--- config.mk ---
export PLATFORM = sky130hd
export DESIGN_NAME = rout_monitor_flat
export DESIGN_NICKNAME = d
export VERILOG_FILES = /design/src/rtl/rout_monitor_if.sv /design/src/rtl/rout_monitor.sv /design/src/flat_wrapper.sv
export SDC_FILE = /design/constraint.sdc
export NUM_CORES = 1
export LEC_CHECK = 0
export BUFFER_PORTS_ARGS = -buffer_cell sky130_fd_sc_hd__clkbuf_2
export CAP_MARGIN = 10
export CORE_MARGIN = 8
export CORE_UTILIZATION = 53
export CTS_CLUSTER_DIAMETER = 80
export DETAILED_ROUTE_END_ITERATION = 16
export PLACE_DENSITY = 0.71
export RECOVER_POWER = 100
export SYNTH_ARGS = -nofsm -noshare
export SYNTH_HDL_FRONTEND = slang
export SYNTH_SLANG_ARGS = --single-unit
--- constraint.sdc ---
create_clock -name ROUT_MONITOR_CLOCK_50 -period 5.8 [get_ports ROUT_MONITOR_CLOCK_50]
set_clock_uncertainty 0.1 [all_clocks]
set_input_delay 1.16 -clock ROUT_MONITOR_CLOCK_50 [delete_from_list [all_inputs] [get_ports ROUT_MONITOR_CLOCK_50]]
set_output_delay 1.16 -clock ROUT_MONITOR_CLOCK_50 [all_outputs]
set_load 0.02 [all_outputs]
--- src/rtl/rout_monitor_if.sv ---
// Rout monitor bundle: sampled bus, control and sink handshake.
// The monitor is the slave; the system/sink side is the master.
interface rout_monitor_if #(
    parameter int DATAWIDTH_BUS            = 32,
    parameter int FIFO_DEPTH_LOG2          = 3,
    parameter int DATAWIDTH_OVERFLOW_COUNT = 8
);
    logic [DATAWIDTH_BUS-1:0]            ROUT_MONITOR_Data_InBus;
    logic                                ROUT_MONITOR_Enable_In;
    logic                                ROUT_MONITOR_Clear_In;
    logic                                ROUT_MONITOR_Ready_In;
    logic [DATAWIDTH_BUS-1:0]            ROUT_MONITOR_Data_OutBus;
    logic                                ROUT_MONITOR_Valid_Out;
    logic [FIFO_DEPTH_LOG2:0]            ROUT_MONITOR_Count_OutBus;
    logic                                ROUT_MONITOR_Full_Out;
    logic                                ROUT_MONITOR_Overflow_Out;
    logic [DATAWIDTH_OVERFLOW_COUNT-1:0] ROUT_MONITOR_OverflowCount_OutBus;

    modport master (
        output ROUT_MONITOR_Data_InBus,
        output ROUT_MONITOR_Enable_In,
        output ROUT_MONITOR_Clear_In,
        output ROUT_MONITOR_Ready_In,
        input  ROUT_MONITOR_Data_OutBus,
        input  ROUT_MONITOR_Valid_Out,
        input  ROUT_MONITOR_Count_OutBus,
        input  ROUT_MONITOR_Full_Out,
        input  ROUT_MONITOR_Overflow_Out,
        input  ROUT_MONITOR_OverflowCount_OutBus
    );

    modport slave (
        input  ROUT_MONITOR_Data_InBus,
        input  ROUT_MONITOR_Enable_In,
        input  ROUT_MONITOR_Clear_In,
        input  ROUT_MONITOR_Ready_In,
        output ROUT_MONITOR_Data_OutBus,
        output ROUT_MONITOR_Valid_Out,
        output ROUT_MONITOR_Count_OutBus,
        output ROUT_MONITOR_Full_Out,
        output ROUT_MONITOR_Overflow_Out,
        output ROUT_MONITOR_OverflowCount_OutBus
    );
endinterface

--- src/rtl/rout_monitor.sv ---
// Rout change monitor: captures each new bus value into a FIFO
// drained over valid/ready, counting values lost to overflow.
module rout_monitor #(
    parameter int DATAWIDTH_BUS            = 32,
    parameter int FIFO_DEPTH_LOG2          = 3,
    parameter int DATAWIDTH_OVERFLOW_COUNT = 8
) (
    input logic         ROUT_MONITOR_CLOCK_50,
    input logic         ROUT_MONITOR_ResetInLow_In,
    rout_monitor_if.slave mon
);
    localparam int DEPTH = 1 << FIFO_DEPTH_LOG2;
    localparam logic [FIFO_DEPTH_LOG2:0] DEPTH_C = DEPTH[FIFO_DEPTH_LOG2:0];

    logic [DATAWIDTH_BUS-1:0]            mem [DEPTH];
    logic [FIFO_DEPTH_LOG2-1:0]          wr_ptr;
    logic [FIFO_DEPTH_LOG2-1:0]          rd_ptr;
    logic [FIFO_DEPTH_LOG2:0]            count;
    logic [DATAWIDTH_BUS-1:0]            prev;
    logic                                primed;
    logic                                ovf;
    logic [DATAWIDTH_OVERFLOW_COUNT-1:0] ovf_cnt;

    logic full;
    logic valid;
    logic capture;
    logic pop;
    logic push;
    logic drop;

    // Handshake and capture decisions for this edge.
    always_comb begin
        full    = (count == DEPTH_C);
        valid   = (count != '0);
        capture = mon.ROUT_MONITOR_Enable_In &&
                  (!primed || (mon.ROUT_MONITOR_Data_InBus != prev));
        pop     = valid && mon.ROUT_MONITOR_Ready_In;
        push    = capture && (!full || pop);
        drop    = capture && full && !pop;
    end

    // Change detector: last sample and primed flag.
    always_ff @(posedge ROUT_MONITOR_CLOCK_50 or negedge ROUT_MONITOR_ResetInLow_In) begin
        if (!ROUT_MONITOR_ResetInLow_In) begin
            prev   <= '0;
            primed <= 1'b0;
        end else if (mon.ROUT_MONITOR_Clear_In) begin
            primed <= 1'b0;
        end else if (mon.ROUT_MONITOR_Enable_In) begin
            prev   <= mon.ROUT_MONITOR_Data_InBus;
            primed <= 1'b1;
        end
    end

    // FIFO storage; reset zeroes it so the head reads 0 after reset.
    always_ff @(posedge ROUT_MONITOR_CLOCK_50 or negedge ROUT_MONITOR_ResetInLow_In) begin
        if (!ROUT_MONITOR_ResetInLow_In) begin
            for (int i = 0; i < DEPTH; i++) mem[i] <= '0;
        end else if (!mon.ROUT_MONITOR_Clear_In && push) begin
            mem[wr_ptr] <= mon.ROUT_MONITOR_Data_InBus;
        end
    end

    // Pointers and occupancy; clear wins over push and pop.
    always_ff @(posedge ROUT_MONITOR_CLOCK_50 or negedge ROUT_MONITOR_ResetInLow_In) begin
        if (!ROUT_MONITOR_ResetInLow_In) begin
            wr_ptr <= '0;
            rd_ptr <= '0;
            count  <= '0;
        end else if (mon.ROUT_MONITOR_Clear_In) begin
            wr_ptr <= '0;
            rd_ptr <= '0;
            count  <= '0;
        end else begin
            if (push) wr_ptr <= wr_ptr + 1'b1;
            if (pop)  rd_ptr <= rd_ptr + 1'b1;
            if (push && !pop)      count <= count + 1'b1;
            else if (pop && !push) count <= count - 1'b1;
        end
    end

    // Sticky overflow flag and saturating drop counter.
    always_ff @(posedge ROUT_MONITOR_CLOCK_50 or negedge ROUT_MONITOR_ResetInLow_In) begin
        if (!ROUT_MONITOR_ResetInLow_In) begin
            ovf     <= 1'b0;
            ovf_cnt <= '0;
        end else if (mon.ROUT_MONITOR_Clear_In) begin
            ovf     <= 1'b0;
            ovf_cnt <= '0;
        end else if (drop) begin
            ovf <= 1'b1;
            if (ovf_cnt != '1) ovf_cnt <= ovf_cnt + 1'b1;
        end
    end

    assign mon.ROUT_MONITOR_Data_OutBus          = mem[rd_ptr];
    assign mon.ROUT_MONITOR_Valid_Out            = valid;
    assign mon.ROUT_MONITOR_Count_OutBus         = count;
    assign mon.ROUT_MONITOR_Full_Out             = full;
    assign mon.ROUT_MONITOR_Overflow_Out         = ovf;
    assign mon.ROUT_MONITOR_OverflowCount_OutBus = ovf_cnt;
endmodule

--- src/flat_wrapper.sv ---
// flat-port wrapper written by rule: the top's interface ports become plain ports
module rout_monitor_flat 
#(
    parameter int DATAWIDTH_BUS            = 32,
    parameter int FIFO_DEPTH_LOG2          = 3,
    parameter int DATAWIDTH_OVERFLOW_COUNT = 8
)
  (ROUT_MONITOR_CLOCK_50, ROUT_MONITOR_ResetInLow_In, mon_ROUT_MONITOR_Data_InBus, mon_ROUT_MONITOR_Enable_In, mon_ROUT_MONITOR_Clear_In, mon_ROUT_MONITOR_Ready_In, mon_ROUT_MONITOR_Data_OutBus, mon_ROUT_MONITOR_Valid_Out, mon_ROUT_MONITOR_Count_OutBus, mon_ROUT_MONITOR_Full_Out, mon_ROUT_MONITOR_Overflow_Out, mon_ROUT_MONITOR_OverflowCount_OutBus);
  rout_monitor_if #(.DATAWIDTH_BUS(DATAWIDTH_BUS), .FIFO_DEPTH_LOG2(FIFO_DEPTH_LOG2), .DATAWIDTH_OVERFLOW_COUNT(DATAWIDTH_OVERFLOW_COUNT)) mon_i ();
  input logic ROUT_MONITOR_CLOCK_50;
  input logic ROUT_MONITOR_ResetInLow_In;
  input wire logic [$bits(mon_i.ROUT_MONITOR_Data_InBus)-1:0] mon_ROUT_MONITOR_Data_InBus;
  input wire logic [$bits(mon_i.ROUT_MONITOR_Enable_In)-1:0] mon_ROUT_MONITOR_Enable_In;
  input wire logic [$bits(mon_i.ROUT_MONITOR_Clear_In)-1:0] mon_ROUT_MONITOR_Clear_In;
  input wire logic [$bits(mon_i.ROUT_MONITOR_Ready_In)-1:0] mon_ROUT_MONITOR_Ready_In;
  output wire logic [$bits(mon_i.ROUT_MONITOR_Data_OutBus)-1:0] mon_ROUT_MONITOR_Data_OutBus;
  output wire logic [$bits(mon_i.ROUT_MONITOR_Valid_Out)-1:0] mon_ROUT_MONITOR_Valid_Out;
  output wire logic [$bits(mon_i.ROUT_MONITOR_Count_OutBus)-1:0] mon_ROUT_MONITOR_Count_OutBus;
  output wire logic [$bits(mon_i.ROUT_MONITOR_Full_Out)-1:0] mon_ROUT_MONITOR_Full_Out;
  output wire logic [$bits(mon_i.ROUT_MONITOR_Overflow_Out)-1:0] mon_ROUT_MONITOR_Overflow_Out;
  output wire logic [$bits(mon_i.ROUT_MONITOR_OverflowCount_OutBus)-1:0] mon_ROUT_MONITOR_OverflowCount_OutBus;
  assign mon_i.ROUT_MONITOR_Data_InBus = mon_ROUT_MONITOR_Data_InBus;
  assign mon_i.ROUT_MONITOR_Enable_In = mon_ROUT_MONITOR_Enable_In;
  assign mon_i.ROUT_MONITOR_Clear_In = mon_ROUT_MONITOR_Clear_In;
  assign mon_i.ROUT_MONITOR_Ready_In = mon_ROUT_MONITOR_Ready_In;
  assign mon_ROUT_MONITOR_Data_OutBus = mon_i.ROUT_MONITOR_Data_OutBus;
  assign mon_ROUT_MONITOR_Valid_Out = mon_i.ROUT_MONITOR_Valid_Out;
  assign mon_ROUT_MONITOR_Count_OutBus = mon_i.ROUT_MONITOR_Count_OutBus;
  assign mon_ROUT_MONITOR_Full_Out = mon_i.ROUT_MONITOR_Full_Out;
  assign mon_ROUT_MONITOR_Overflow_Out = mon_i.ROUT_MONITOR_Overflow_Out;
  assign mon_ROUT_MONITOR_OverflowCount_OutBus = mon_i.ROUT_MONITOR_OverflowCount_OutBus;
  rout_monitor #(.DATAWIDTH_BUS(DATAWIDTH_BUS), .FIFO_DEPTH_LOG2(FIFO_DEPTH_LOG2), .DATAWIDTH_OVERFLOW_COUNT(DATAWIDTH_OVERFLOW_COUNT)) u_core (.ROUT_MONITOR_CLOCK_50(ROUT_MONITOR_CLOCK_50), .ROUT_MONITOR_ResetInLow_In(ROUT_MONITOR_ResetInLow_In), .mon(mon_i));
endmodule
==> metrics.csv <==
metric;value;unit
status;finished, violations left;
failing checks;capacitance limit, slew limit;
hold path start;u_core.mem[11];
register area share after synthesis;51.9;%
VDD IR max;0.299;mV
Setup WS post-layout;963;ps
Boundary Pins;84;
setup TNS;0;ps
pin count of the biggest net entering global routing;123;
GR Overflow Total;0;
max cap viols;3;
vias in the first global route;8849;
Slew Limit Headroom;-109;%
Via density;5.77;
Crit. End Element;output port;
DRC;0;
Critical-path top delay cell;dfrtp_1;
Total Wirelength;30.9;mm
TritonCTS clock tree;yes;
leakage;7.27;nW
WS Path Type;reg2out;
Fmax;207;MHz
cell family with most CP delay;flip-flops;
Avg Cell Area, Syn;15.4;sq um
crit path from;u_core.rd_ptr[1];
P per Cell Area;425;nW/um^2
Post-synth top flop;dfrtp_1;
HP Class;reg2reg;
max incr delay on CP;1620;ps
CTS sink count;308;
Post-DRT Antenna Nets;0;
final hold vios;0;
yosys warns;0;
fin crit period;4840;ps
number of buffers created by CTS;34;
first-pass GRT wire length;50.3;mm
drt pass-1 iters;4;
Post-CTS Hold Buffers;0;
Worst-path clk slew;60;ps
Detail Placement HPWL;18.9;mm
clock buffer depth;3;
All-Layer GR Usage;18.9;%
Async S/R FF share, synth;100;%
reg2reg start;u_core.prev[22];
Post-Syn Area;14900;sq um
Logic pwr share;26.5;%
Die ar.;33600;sq um
Netlist cell types;48;
Slew Viols, Final;192;
area growth from synthesis to layout;8.42;%
Worst EP required;4540;ps
Post-synth EDFFs;0;
H-tree depth;2;
initial core utilization;53.6;%
sequential power share;42.5;%
Avg WL per Cell;21.9;um
Crit Path Max Fanout;36;
unrepaired setup endpoints after global routing;no;
final setup vio count;0;
Buf/Inv on CP;2;
core area;27700;sq um
Clock Latency Late Sink;510;ps
Setup Buffers After CTS;0;
Final period util;83.4;%
Int Pwr;0.00486;W
IO Port Bufs;83;
worst-path cell chain;buf_4 -> mux4_2 -> mux2_2 -> clkbuf_1;
initial antenna violation count;0;
Fillers;2271;
P_sw;0.00198;W
num rows;61;
die width;183;um
Die Ht;183;um
cells after synthesis;964;
CP arrival;3580;ps
post-place setup slack;1460;ps
Root Driver;clkbuf_16;
share of cells above drive strength 1;40.9;%
Net Sw Frac;28.9;%
routed via count;8156;
Worst setup SP type;register;
Post-layout nets;1055;
Resize count post-CTS;0;
actual slew at the worst max-slew pin;3130;ps
syn_nets;1007;
RePlAce Congestion;0.806;
Clock power frac;31.1;%
Starting DRT DRC Count;568;
post-synthesis register bit count;308;
## final timing paths
path | to | slack [ps] | depth (start not counted)
max in group asynchronous | u_core.rd_ptr[2] | 2010 | 1
setup reg to reg | u_core.mem[105] | 1620 | 8
min in group asynchronous | u_core.mem[68] | 1570 | 1
hold / removal | u_core.mem[11] | 380 | 1
setup / recovery | mon_ROUT_MONITOR_Data_OutBus[2] | 960 | 4
hold reg to reg | u_core.mem[11] | 380 | 1
## cell usage after synthesis, types with 2 or more instances
| cell | instances | area [sq um] |
|---|---|---|
| mux4_2 | 64 | 1440 |
| o211ai_1 | 6 | 45.0 |
| nand4b_1 | 3 | 26.3 |
| o21ai_0 | 2 | 10.0 |
| nand3_1 | 10 | 50.1 |
| nor4_2 | 3 | 37.5 |
| mux2_4 | 60 | 901 |
| mux2_2 | 256 | 2880 |
| buf_1 | 8 | 30.0 |
| nand4_1 | 19 | 119 |
| inv_1 | 8 | 30.0 |
| buf_4 | 29 | 218 |
| or4_1 | 2 | 15.0 |
| a31o_2 | 2 | 17.5 |
| mux2_1 | 10 | 113 |
| a21oi_1 | 10 | 50.1 |
| dfrtp_1 | 308 | 7710 |
| nor2_1 | 18 | 67.6 |
| buf_2 | 16 | 80.1 |
| buf_8 | 6 | 90.1 |
| nor3_1 | 8 | 40.0 |
| and3_1 | 4 | 25.0 |
| clkbuf_1 | 19 | 71.3 |
| or4_4 | 2 | 22.5 |
| nand2_1 | 12 | 45.0 |
| a31oi_1 | 4 | 25.0 |
| nor2b_1 | 6 | 37.5 |
| ha_1 | 5 | 62.6 |
| nand2b_1 | 4 | 25.0 |
| xor2_1 | 4 | 35.0 |
| buf_6 | 9 | 101 |
| xnor2_1 | 31 | 272 |
## kinds of logic (layout without fill, tap and decap cells)
family,Yosys count,count (layout),synth area share (%)
AND/OR/NAND/NOR,99,99,3.95
other,0,1,0
flip-flops,308,308,51.9
AO/OA/AOI/OAI,31,31,1.42
buffers and inverters,95,165,4.18
XOR/XNOR,35,35,2.06
adder cells (fa/ha/maj),6,6,0.556
multiplexers,390,390,35.9
## layout make-up
type / count / area [sq um] / area share [%]
multi-input combinational: 561 / 6280 / 39.0
sequential: 308 / 7710 / 47.9
antenna: 1 / 2.50 / 0.0155
tap: 378 / 473 / 2.94
clock buffer: 53 / 1070 / 6.62
clock inverter: 5 / 50.0 / 0.311
timing repair buffer: 99 / 490 / 3.05
inverter: 8 / 30.0 / 0.186
## flip-flops by register name (all words and copies together) (netlist names)
signal	cells
u_core.rd_ptr	3
u_core.mon.ROUT_MONITOR_Overflow_Out	1
u_core.wr_ptr	3
u_core.mon.ROUT_MONITOR_Count_OutBus	4
u_core.mem	256
u_core.primed	1
u_core.mon.ROUT_MONITOR_OverflowCount_OutBus	8
u_core.prev	32
## worst register-to-register path: stages, from the launching register on
cell and delay [ps]:
dfrtp_1 380, xnor2_1 350, nand4_1 180, nor4_1 680, a31oi_1 180, clkbuf_1 340
nand4b_1 630, clkbuf_2 790, mux2_2 430
## power by group through the flow
stage | Combinational (W) | Clock, W | Sequential, W
global placement | 0.00186 | 0 | 0.00292
global route | 0.00197 | 0.00226 | 0.00297
CTS | 0.00190 | 0.00219 | 0.00291
floorplan | 0.00148 | 0 | 0.00280
finish | 0.00181 | 0.00212 | 0.00290
detailed placement | 0.00189 | 0 | 0.00294
## per-stage QoR
step	total power [W]	hold WS, ps	utilization (%)	cells	cell area [sq um]
global placement	0.00478	364	55.4	1354	15400
finish	0.00684	382	58.1	1413	16100
detailed placement	0.00483	374	55.4	1354	15400
floorplan	0.00429	353	-	964	14900
global route	0.00720	398	58.1	1412	16100
CTS	0.00699	387	59.4	1412	16500
## layout by cell type, fill, tap and decap left out, types with 3 or more instances in the layout
cell type / netlist / routed
a31oi_1: 4 / 4
xor2_1: 4 / 4
and3_1: 4 / 4
nor2_1: 18 / 18
mux2_2: 256 / 256
clkinv_2: 0 / 4
nand4b_1: 3 / 4
xnor2_1: 31 / 31
clkbuf_16: 0 / 37
nand3_1: 10 / 10
nor2b_1: 6 / 6
mux4_2: 64 / 64
ha_1: 5 / 5
nor3_1: 8 / 8
dfrtp_1: 308 / 306
mux2_1: 10 / 68
a21oi_1: 10 / 10
inv_1: 8 / 8
nor4_1: 1 / 3
o211ai_1: 6 / 6
clkbuf_1: 19 / 64
buf_12: 0 / 4
nand4_1: 19 / 19
nand2b_1: 4 / 4
nand2_1: 12 / 12
clkbuf_8: 0 / 8
clkbuf_2: 0 / 37
## per-layer routing
| metal | wire (um) | GRT usage (%) | up-vias |
|---|---|---|---|
| met5 | 0 | 0 | - |
| met2 | 15200 | 31.4 | 167 |
| li1 | - | - | 3637 |
| met3 | 1430 | 3.38 | 57 |
| met1 | 13500 | 25.1 | 4295 |
| met4 | 733 | 5.73 | 0 |
No activity file was read; power rests on OpenSTA's default activity.
